### config.mk
export PLATFORM = sky130hd
export DESIGN_NAME = dmem_cache
export DESIGN_NICKNAME = d
export VERILOG_FILES = /design/src/rtl/dmem_cache.sv
export SDC_FILE = /design/constraint.sdc
export NUM_CORES = 1
export LEC_CHECK = 0
export CORE_AREA = 2 2 327 329
export DETAILED_ROUTE_END_ITERATION = 12
export DIE_AREA = 0 0 329 331
export GPL_TIMING_DRIVEN = 0
export PLACE_DENSITY_LB_ADDON = 0.05
export SYNTH_ARGS = -nofsm -noshare
export SYNTH_HDL_FRONTEND = slang
export SYNTH_SLANG_ARGS = --single-unit
### constraint.sdc
create_clock -name clk -period 4.6 [get_ports clk]
set_input_delay 0.69 -clock clk [delete_from_list [all_inputs] [get_ports clk]]
set_output_delay 0.69 -clock clk [all_outputs]
set_load 0.05 [all_outputs]
### src/rtl/dmem_cache.sv
`default_nettype none
// ============================================================================
// dmem_cache : blocking, direct-mapped, write-through, no-write-allocate
//              data cache for the memory stage.
// Revision   : 1.0 - initial release
// ============================================================================
module dmem_cache #(
  parameter int LINES       = 16,
  parameter int IDX_W       = 4,
  parameter int MEM_TIMEOUT = 255
) (
  input  logic        clk,
  input  logic        rst,
  input  logic [1:0]  MEM,
  input  logic [31:0] Addr,
  input  logic [31:0] Wdata,
  input  logic        flush,
  output logic [31:0] Rdata,
  output logic        BUSY,
  output logic        mem_req,
  output logic        mem_we,
  output logic [31:0] mem_addr,
  output logic [31:0] mem_wdata,
  input  logic [31:0] mem_rdata,
  input  logic        mem_ack,
  output logic        err
);

  localparam int TAG_W = 32 - 2 - IDX_W;
  localparam int CNT_W = $clog2(MEM_TIMEOUT + 1);

  localparam logic [1:0] ST_IDLE    = 2'd0;
  localparam logic [1:0] ST_RD_MISS = 2'd1;
  localparam logic [1:0] ST_WR_THRU = 2'd2;
  localparam logic [1:0] ST_WR_DONE = 2'd3;

  localparam logic [1:0] OP_LOAD  = 2'b10;
  localparam logic [1:0] OP_STORE = 2'b01;

  logic [LINES-1:0] valid_q, valid_d;
  logic [TAG_W-1:0] tag_q  [LINES];
  logic [31:0]      data_q [LINES];

  logic [1:0]       state_q, state_d;
  logic [CNT_W-1:0] cnt_q, cnt_d;
  logic             flush_pend_q, flush_pend_d;
  logic [31:0]      rdata_q, rdata_d;
  logic             mem_req_q, mem_req_d;
  logic             mem_we_q, mem_we_d;
  logic [31:0]      mem_addr_q, mem_addr_d;
  logic [31:0]      mem_wdata_q, mem_wdata_d;
  logic             err_q, err_d;

  logic [IDX_W-1:0] w_idx;
  logic [TAG_W-1:0] w_tag;
  logic [31:0]      w_word_addr;
  logic             w_hit;
  logic             w_load;
  logic             w_store;
  logic             w_none;
  logic             w_mem_busy;
  logic             w_timeout;
  logic             w_flush_now;
  logic             w_fill;
  logic             w_wr_upd;

  assign w_idx       = Addr[IDX_W+1:2];
  assign w_tag       = Addr[31:IDX_W+2];
  assign w_word_addr = {Addr[31:2], Addr[1:0] & 2'b00};
  assign w_hit       = valid_q[w_idx] && (tag_q[w_idx] == w_tag);
  assign w_load      = (MEM == OP_LOAD);
  assign w_store     = (MEM == OP_STORE);
  assign w_none      = !w_load && !w_store;
  assign w_mem_busy  = (state_q == ST_RD_MISS) || (state_q == ST_WR_THRU);
  // Timeout fires as the counter would reach MEM_TIMEOUT, so mem_req is high
  // for exactly MEM_TIMEOUT cycles before the err cycle.
  assign w_timeout   = w_mem_busy && !mem_ack && (cnt_q == CNT_W'(MEM_TIMEOUT - 1));
  assign w_flush_now = (state_q == ST_IDLE) && w_none && (flush || flush_pend_q);
  assign w_fill      = (state_q == ST_RD_MISS) && mem_ack;
  assign w_wr_upd    = (state_q == ST_WR_THRU) && mem_ack && w_hit;

  assign BUSY      = w_mem_busy ||
                     ((state_q == ST_IDLE) && ((w_load && !w_hit) || w_store));
  assign Rdata     = ((state_q == ST_IDLE) && w_load && w_hit) ? data_q[w_idx] : rdata_q;
  assign mem_req   = mem_req_q;
  assign mem_we    = mem_we_q;
  assign mem_addr  = mem_addr_q;
  assign mem_wdata = mem_wdata_q;
  assign err       = err_q;

  always_comb begin
    state_d      = state_q;
    cnt_d        = cnt_q;
    flush_pend_d = flush_pend_q;
    rdata_d      = rdata_q;
    mem_req_d    = mem_req_q;
    mem_we_d     = mem_we_q;
    mem_addr_d   = mem_addr_q;
    mem_wdata_d  = mem_wdata_q;
    err_d        = 1'b0;
    valid_d      = valid_q;

    if (flush && !w_flush_now) begin
      flush_pend_d = 1'b1;
    end

    case (state_q)
      ST_IDLE: begin
        if (w_load) begin
          if (w_hit) begin
            rdata_d = data_q[w_idx];
          end else begin
            state_d    = ST_RD_MISS;
            mem_req_d  = 1'b1;
            mem_we_d   = 1'b0;
            mem_addr_d = w_word_addr;
          end
        end else if (w_store) begin
          state_d     = ST_WR_THRU;
          mem_req_d   = 1'b1;
          mem_we_d    = 1'b1;
          mem_addr_d  = w_word_addr;
          mem_wdata_d = Wdata;
        end else if (w_flush_now) begin
          valid_d      = '0;
          flush_pend_d = 1'b0;
        end
      end

      ST_RD_MISS, ST_WR_THRU: begin
        if (mem_ack) begin
          mem_req_d = 1'b0;
          cnt_d     = '0;
          if (state_q == ST_RD_MISS) begin
            valid_d[w_idx] = 1'b1;
            state_d        = ST_IDLE;
          end else begin
            state_d = ST_WR_DONE;
          end
        end else if (w_timeout) begin
          // Abandon the access without touching the arrays; IDLE re-evaluates the op.
          mem_req_d = 1'b0;
          cnt_d     = '0;
          err_d     = 1'b1;
          state_d   = ST_IDLE;
        end else begin
          cnt_d = cnt_q + CNT_W'(1);
        end
      end

      ST_WR_DONE: begin
        state_d = ST_IDLE;
      end

      default: begin
        state_d = ST_IDLE;
      end
    endcase
  end

  always_ff @(posedge clk or negedge rst) begin
    if (!rst) begin
      state_q      <= ST_IDLE;
      cnt_q        <= '0;
      flush_pend_q <= 1'b0;
      rdata_q      <= '0;
      mem_req_q    <= 1'b0;
      mem_we_q     <= 1'b0;
      mem_addr_q   <= '0;
      mem_wdata_q  <= '0;
      err_q        <= 1'b0;
      valid_q      <= '0;
    end else begin
      state_q      <= state_d;
      cnt_q        <= cnt_d;
      flush_pend_q <= flush_pend_d;
      rdata_q      <= rdata_d;
      mem_req_q    <= mem_req_d;
      mem_we_q     <= mem_we_d;
      mem_addr_q   <= mem_addr_d;
      mem_wdata_q  <= mem_wdata_d;
      err_q        <= err_d;
      valid_q      <= valid_d;
    end
  end

  // Tag/data storage carries no reset; valid_q alone qualifies its contents.
  always_ff @(posedge clk) begin
    if (w_fill) begin
      tag_q[w_idx]  <= w_tag;
      data_q[w_idx] <= mem_rdata;
    end else if (w_wr_upd) begin
      data_q[w_idx] <= Wdata;
    end
  end

endmodule
`default_nettype wire

-- Word level (Yosys, flattened, before mapping)
Memory sizes are Yosys's and may differ from the RTL's.
Cells that the tools add are included.
- $add $sub $neg: 1
- magnitude comparators: 2
- eq/ne operators: 16
- mux-type cells: 45
- bitwise gates (word level): 3
- reduce and logical (&&, ||, !) cells: 34
- operators with widths (cell ; count):
    2-to-1 mux 32 bit ; 5
    2-to-1 mux 16 bit ; 5
    one-hot mux 16 bit (2 select lines) ; 1
    == test 26 bit ; 1
    2-to-1 mux 1 bit ; 22
    2-to-1 mux 8 bit ; 2
    OR 16 bit ; 1
    logical AND 1 bit ; 15
    2-to-1 mux 2 bit ; 6
    != test 2 bit (second input constant) ; 6
    AND reduction 3 bit ; 4
    != test 3 bit (second input constant) ; 3
    adder 8 x 1 -> 8 bit (second input constant) ; 1
    == test 8 bit (second input constant) ; 1
    == test 2 bit (second input constant) ; 3
    one-hot mux 2 bit (3 select lines) ; 1
    AND reduction 6 bit ; 1
    zero test 1 bit ; 5
    < comparator 4 x 5 -> 1 bit (second input constant) ; 1
    binary-select mux 1 bit (select 4 bit) ; 1
    demux 1 bit (select 4 bit) ; 1
    == test 2 x 1 -> 1 bit (second input constant) ; 2
    >= comparator 4 x 1 -> 1 bit (second input constant) ; 1
    logical OR 1 bit ; 4
    other kinds (7) ; 8
- register bits: 126
- memory bits (writable): 928
- input bits: 102
- word-level logic and storage cells: 113
- memories: 2
- memory list (name ; words ; width ; rd ports ; clocked after Yosys merged registers in ; wr ports ; line ; text):
    data_q ; 16 ; 32 ; 1 ; 0 ; 1 ; 42 ; logic [31:0] data_q [LINES];
    tag_q ; 16 ; 26 ; 1 ; 0 ; 1 ; 41 ; logic [TAG_W-1:0] tag_q [LINES];

-- Depth between registers and ports, before layout
Gate-level depths: netlist of the first run.
- depth in word-level cells: 12
- mapped depth: 15
- depth with buffers taken out: 8

-- Worst setup path before layout of the first run
Ideal clock, no wire load.
- path type: input port to flip-flop
- from: in Addr[2]
- to: mem data_q[10][0], enable pin
- arrival: 4.856 ns
- setup slack: -0.677 ns
- cell stages on the path: 11
- path through: buf_2 -> buf_6 -> buf_6 -> mux4_2 -> mux2i_1 -> a2111oi_0 -> o2111ai_1 -> nor4_4 -> a31oi_1 -> clkbuf_1 -> nor2_1
- cells in the longest elaborated chain, start to end: 8
- ends and longest elaborated chain (element ; line ; text):
    from (decl) ; 15 ; input logic [31:0] Addr,
    memory read (16 x 26 bit) / binary-select mux 1 bit (select 4 bit) (equally long branches) ; - ;
    == test 26 bit / 2-to-1 mux 1 bit (equally long branches) ; 70 ; assign w_hit = valid_q[w_idx] && (tag_q[w_idx] == w_tag);
    logical AND 1 bit ; 70 ;
    logical AND 1 bit ; 80 ; assign w_wr_upd = (state_q == ST_WR_THRU) && mem_ack && w_hit;
    2-to-1 mux 1 bit ; 192 ; end else if (w_wr_upd) begin
    2-to-1 mux 1 bit ; 189 ; if (w_fill) begin
    2-to-1 mux 1 bit (implied by the code) ; 193 ; data_q[w_idx] <= Wdata;
    OR 1 bit (no source line) ; - ;
    to (decl) ; 42 ;
Parallel ways exist; a longest one is shown, timed or not. The select of a mux whose other input is x is not followed.

-- Worst setup path in the final report of the first run
- from: in Addr[4]
- to: out Rdata[2]
- cells in the longest elaborated chain, start to end: 5
- ends and longest elaborated chain (element ; line ; text):
    memory read (16 x 26 bit) / binary-select mux 1 bit (select 4 bit) (equally long branches) ; - ;
    == test 26 bit / 2-to-1 mux 1 bit (equally long branches) ; 70 ;
    logical AND 1 bit ; 70 ;
    logical AND 1 bit ; 84 ; assign Rdata = ((state_q == ST_IDLE) && w_load && w_hit) ? data_q[w_idx] : rdata_q;
    2-to-1 mux 32 bit (*) ; 84 ;
    to (decl) ; 18 ; output logic [31:0] Rdata,
Every way passes the cells marked *; elsewhere a longest branch is shown, timed or not. The select of a mux whose other input is x is not followed.

==> results.cfg, run 1 <==
[power_and_ir_drop]
p_comb_share_pct = 16.5
intPower_mw = 17.55
p_clk_share_pct = 37.2
peakVddDrop_mv = 0.3900
switching_share_pct = 26.69
switchingPower_mw = 6.388
p_per_area_nw_per_um2 = 463.9
leakage_nw = 17.54
finalPower_mw = 23.93
seqPwrFrac_pct = 46.3

[setup_path]
crit_buf_inv = 7
critPathKind = input port to output port
start_kind = input port
crit_start = Addr[4]
slowest_stage = a222oi_1
worstRegToRegCells = 13
max_stage_delay_ns = 0.75
worstReg2RegStart = tag_q[6][18]
arrival_ns = 4.45
crit_chain = clkbuf_2, clkbuf_2, buf_1, o311ai_0, a222oi_1, buf_4, nand3_4, buf_12, buf_12, mux2_4, buf_8
regToRegSetupSlack_ns = 0.15
regToRegEndpoint = data_q[6][30]
cp_top_family = buffers and inverters
cp-end-kind = output port
path_max_fanout = 10
cp.required_ns = 3.91

[floorplan]
dieArea_sq_um = 108900
num_io_pins = 202
num_rows = 119
die_x_um = 329
start_util_pct = 39.98
core_sq_um = 105000
die-height_um = 331

[final_layout]
layout_common_cells = edfxtp_1, mux4_2, mux2_2, clkdlybuf4s50_1, dfrtp_1
final_util_pct = 49.14
nets = 2563
diodes = 0
drive_gt1_share_pct = 34.05
multi_input_area_sq_um = 10680
fill_cells = 8651
final_common_cell = edfxtp_1
area_delta_synth_final_pct = 22.93
ff_latch_area_sq_um = 30970

[place]
port_buffers = 193
gp_congestion = 0.8791
dp_hpwl_mm = 75.75

[synth]
ys_ff_latch = 1052
synth_top_area_cell = edfxtp_1
synth_edf_count = 928
ys_warn_count = 0
synth_area_leaders = edfxtp_1, mux4_2, dfrtp_1
synth_cells = 2023
synth_ff_type = edfxtp_1
synth.distinct_cells = 69
yosys.area.top_type_share_pct = 66.40
syn_area_per_cell_sq_um = 20.74
yosysSeqAreaShare_pct = 73.80
syn_area_sq_um = 41970
ys_async_sr_fraction_pct = 11.79

[cts]
cts_buffers = 111
clockBufferDepth = 3
clock_sinks = 1052
clk_latency_ns = 0.69
cts_root_buf = clkbuf_16
cts_max_level = 3
cts_tree = built
clk_pin_slew_ns = 0.06

[timing]
setup_tns_ns = -15.77
slew_violations = 0
hold_viol_final = 0
tightest_slew_ns = 1.189
finClkSkew_ns = 0.02695
holdWs_ns = 0.5003
max_slew_margin_pct = 20.75
setup_viol = 33
min_period_ns = 5.136
rsz0062_at_grt = true
setup_slack_ns = -0.5357
fin_crit_sh_pct = 111.6
clock.fmax_ghz = 0.1947

[drt]
drtAntennaViolNets = 0
drt_iter0_drc = 1925
drc = 0
firstDrtPassIters = 6
vias_per_cell = 5.571
routed_wl_mm = 115.7
routedWlPerCell_um = 29.39
vias = 21930

[global_routing]
overflow = 0
gr-usage-all-layers_pct = 21.52
grt_max_degree = 50
grt_pass1_vias = 22970
antenna_found_initial = 2
grt_pass1_wl_mm = 166.1

[hold_path]
hp-class = flop to flop
min_to = valid_q[2]
holdPathStages = 2
hp-start = valid_q[2]

[outcome]
violations = negative setup slack
status = complete, but fails checks

[flow_run]
drv_cap = 0
-- worst reg2reg max path: cells and delay by family, from the launching register on --
| family | cells | cell delay [ns] |
|---|---|---|
| compound gates | 4 | 1.23 |
| buf+inv | 6 | 1.20 |
| simple gates | 2 | 0.78 |
| mux | 1 | 0.54 |
| flops | 1 | 0.37 |
-- worst max path at each step --
| stage | depth (start not counted) | slack, ns | endpoint |
|---|---|---|---|
| CTS | 12 | -0.57 | Rdata[2] |
| global placement | 13 | -4.68 | data_q[4][9] |
| global route | 12 | -0.60 | Rdata[2] |
| floorplan | 10 | -0.46 | data_q[0][0] |
| finish | 11 | -0.54 | Rdata[2] |
| detailed placement | 15 | -2.70 | Rdata[2] |
-- power by group through the flow --
stage / clock, mW / combinational [mW] / sequential (mW)
3_3_place_gp: 0 / 3.79 / 11.3
6_report: 8.90 / 3.94 / 11.1
5_1_grt: 9.48 / 4.16 / 11.1
2_1_floorplan: 0 / 1.40 / 12.3
3_5_place_dp: 0 / 3.91 / 11.3
4_1_cts: 9.11 / 3.98 / 11.1
-- state kept, by name, indices dropped and copies added (netlist names), 2 cells and up --
signal and cells:
mem_addr 30, rdata_q 32, tag_q 416, mem_wdata 32, cnt_q 8, valid_q 16
data_q 512, state_q 2
-- logic make-up after synthesis --
family,count (synthesis),share of synthesized area (%)
adders and majority gates,7,0.2087
buffers and inverters,130,1.568
AOI/OAI and AO/OA,129,2.251
and+or+nand+nor,200,2.391
DFF,1052,73.80
muxes,478,19.23
xor gates and xnor gates,26,0.5426
other,1,0.008936
-- through the flow --
step | instance area (sq um) | worst slack (ns) | instances
CTS | 51300 | -0.5682 | 3915
global placement | 45730 | -4.685 | 3608
floorplan | 42060 | -0.4642 | 2024
detailed placement | 46960 | -2.703 | 3685
global route | 51590 | -0.6001 | 3937
finish | 51590 | -0.5357 | 3937
-- routing by layer --
| metal | vias to the layer above | share of wire [%] | GRT usage, % |
|---|---|---|---|
| met5 | - | 0.0095 | 0 |
| met4 | 2 | 3.0 | 6.581 |
| met3 | 201 | 4.6 | 3.327 |
| met2 | 664 | 50 | 36.45 |
| met1 | 11820 | 42 | 28.78 |
| li1 | 9245 | - | - |
-- cell usage after synthesis (all sizes together), types with 3 or more instances --
| master | n |
|---|---|
| o221ai | 3 |
| nor3 | 17 |
| a21oi | 10 |
| mux2 | 166 |
| o22ai | 8 |
| ha | 7 |
| a2111oi | 3 |
| o31ai | 5 |
| inv | 19 |
| nand2b | 12 |
| dfrtp | 124 |
| a31oi | 24 |
| nand4 | 5 |
| nand3b | 3 |
| mux2i | 66 |
| clkbuf | 39 |
| edfxtp | 928 |
| nor2 | 55 |
| nand3 | 31 |
| nor2b | 9 |
| o21ai | 7 |
| nand2 | 40 |
| and3 | 6 |
| xnor2 | 14 |
| mux4 | 246 |
| nor4 | 5 |
| o2111ai | 3 |
| buf | 70 |
| a21o | 3 |
| o211ai | 5 |
| xor2 | 12 |
| a221oi | 5 |
| a41oi | 3 |
| a22oi | 24 |
| or4 | 3 |
| a2bb2oi | 5 |
| and2 | 7 |
-- cell type report --
type | count | area share, %
sequential | 1052 | 60.03
multi-input combinational | 842 | 20.71
timing repair buffer | 317 | 7.017
clock buffer | 146 | 5.877
tap | 1391 | 3.374
buffer | 109 | 1.705
clock inverter | 59 | 1.128
inverter | 21 | 0.1577
-- timing repair --
action                                 in CTS  in global routing
setup buffers                              23                 22
cloned                                      2                  0
resized for setup                         348                 21
setup endpoints to repair                1153                194
pin swaps                                  16                  6
endpoints found under the hold margin      35                  0
hold buffers                                1                  0
Note: power is estimated with default switching activity, not from simulation.
==> run 2, diff against run 1 <==
--- a/config.mk
+++ b/config.mk
@@ -13,3 +13,4 @@
 export SYNTH_ARGS = -nofsm -noshare
 export SYNTH_HDL_FRONTEND = slang
 export SYNTH_SLANG_ARGS = --single-unit
+export TNS_END_PERCENT = 1
==> constraint.sdc (replaced) <==
create_clock -name clk -period 4.6 [get_ports clk]
set_input_delay 1.15 -clock clk [delete_from_list [all_inputs] [get_ports clk]]
set_output_delay 1.15 -clock clk [all_outputs]
set_load 0.05 [all_outputs]
==> results.cfg, run 2 (synthesis results as in run 1) <==
[floorplan]
num_io_pins = 202
dieArea_sq_um = 108900
start_util_pct = 39.98
die-height_um = 331
die_x_um = 329
num_rows = 119
core_sq_um = 105000

[setup_path]
cp-end-kind = output port
critPathKind = input port to output port
slowest_stage = a222oi_1
worstReg2RegStart = tag_q[14][2]
arrival_ns = 4.66
start_kind = input port
crit_path_frequent_cell = buf_12
regToRegSetupSlack_ns = -0.15
cp.required_ns = 3.45
crit_chain = buf_16, buf_12, buf_12, mux4_2, mux2i_2, nor2_1, or4_1, a222oi_1, buf_4, nand3_4, buf_12, buf_12, mux2_4, buf_8
regToRegEndpoint = data_q[11][12]
worstRegToRegCells = 14
max_stage_delay_ns = 0.68
path_max_fanout = 8

[power_and_ir_drop]
finalPower_mw = 24.02
p_per_area_nw_per_um2 = 461.8
peakVddDrop_mv = 0.3833
leakage_nw = 17.80

[final_layout]
largest_reg_flops = 512
drive_gt1_share_pct = 35.20
reg_top3 = data_q: 512 flops, tag_q: 416 flops
largest_register = data_q
final_cell_area_sq_um = 52020
area_delta_synth_final_pct = 23.97
nets = 2572
layout_common_cells = edfxtp_1, mux4_2, clkdlybuf4s50_1, mux2_2, dfrtp_1
ff_latch_area_sq_um = 30970
multi_input_area_sq_um = 10810
final_common_cell = edfxtp_1
fill_cells = 8674

[cts]
clk_latency_ns = 0.69
clockBufferDepth = 3
cts_tree = built
cts_root_buf = clkbuf_16
clk_pin_slew_ns = 0.06
cts_buffers = 112
clock_sinks = 1052
cts_hold_buf = 0
cts_max_level = 3

[timing]
setup_viol = 989
tightest_slew_ns = 1.248
setup_tns_ns = -199.84
holdWs_ns = 0.3850
slew_violations = 0
clock.fmax_ghz = 0.1721
min_period_ns = 5.810
setup_slack_ns = -1.210
rsz0062_at_grt = true
finClkSkew_ns = 0.02080
fin_crit_sh_pct = 126.3
max_slew_margin_pct = 16.82
hold_viol_final = 0

[global_routing]
grt_max_degree = 51
antenna_found_initial = 1
gr-usage-all-layers_pct = 21.16
grt_pass1_wl_mm = 163.5
overflow = 0
grt_pass1_vias = 23170

[drt]
firstDrtPassIters = 6
drc = 0
vias_per_cell = 5.489
drtAntennaViolNets = 0
routedWlPerCell_um = 28.95
drt_iter0_drc = 1802
vias = 21690
routed_wl_mm = 114.4

[hold_path]
hp-class = input port to asynchronous set/reset pin

[place]
place_area_sq_um = 47430
gp_congestion = 0.8600
dp_hpwl_mm = 76.46
port_buffers = 193

[outcome]
violations = negative setup slack
status = complete, but fails checks

[flow_run]
drv_cap = 0
[run 2: power breakdown]
part / internal [mW] / switching, mW / leakage, nW
combinational: 1.47 / 2.49 / 6.07
sequential: 10.9 / 0.214 / 9.93
clock: 5.25 / 3.73 / 1.79
[run 2: routing by layer]
| layer | global-route usage [%] | wire length (um) | vias to the layer above |
|---|---|---|---|
| li1 | - | - | 9265 |
| met1 | 27.14 | 46590 | 11610 |
| met2 | 36.99 | 58750 | 621 |
| met3 | 3.141 | 5112 | 195 |
| met4 | 7.038 | 3965 | 0 |
| met5 | 0 | 0 | - |
[run 2: per-stage QoR]
stage / util (%) / std cells / worst slack (ns)
6_report: 49.56 / 3952 / -1.210
5_1_grt: 49.56 / 3951 / -1.286
4_1_cts: 49.47 / 3949 / -1.253
3_5_place_dp: 45.18 / 3701 / -3.385
3_3_place_gp: 43.78 / 3608 / -6.527
2_1_floorplan: - / 2024 / -0.7228
[run 2: worst max-delay path by stage]
stage                              end     from  slack [ns]  cells past startpoint
after global placement    tag_q[1][25]  Addr[4]       -6.53                      6
after global routing          Rdata[1]  Addr[3]       -1.29                     15
final                         Rdata[1]  Addr[3]       -1.21                     14
after detailed placement      Rdata[1]  Addr[4]       -3.39                     12
after CTS                     Rdata[1]  Addr[3]       -1.25                     15
after floorplan              Rdata[10]  Addr[2]       -0.72                     11
[run 2: critical path: cells and delay by family]
family | cells | cell delay, ns
compound gates | 1 | 0.68
buf+inv | 7 | 1.12
simple gates | 3 | 0.64
mux | 3 | 1.03
[run 2: final cells by class]
| class | count | area share [%] |
|---|---|---|
| multi-input cells | 842 | 20.78 |
| clock inverters | 70 | 1.251 |
| diodes | 1 | 0.004810 |
| flip-flops and latches | 1052 | 59.53 |
| inverters | 21 | 0.1539 |
| repair buffers | 325 | 7.105 |
| well taps | 1391 | 3.346 |
| clock buffers | 141 | 5.794 |
| plain buffers | 109 | 2.040 |
[run 2: repair_timing]
item                                    4_1_cts  5_1_grt
endpoints found under the setup margin     1226     1041
buffers inserted                             36        2
pin swaps                                    22        8
cloned                                        1        0
gates resized for setup                     372       26
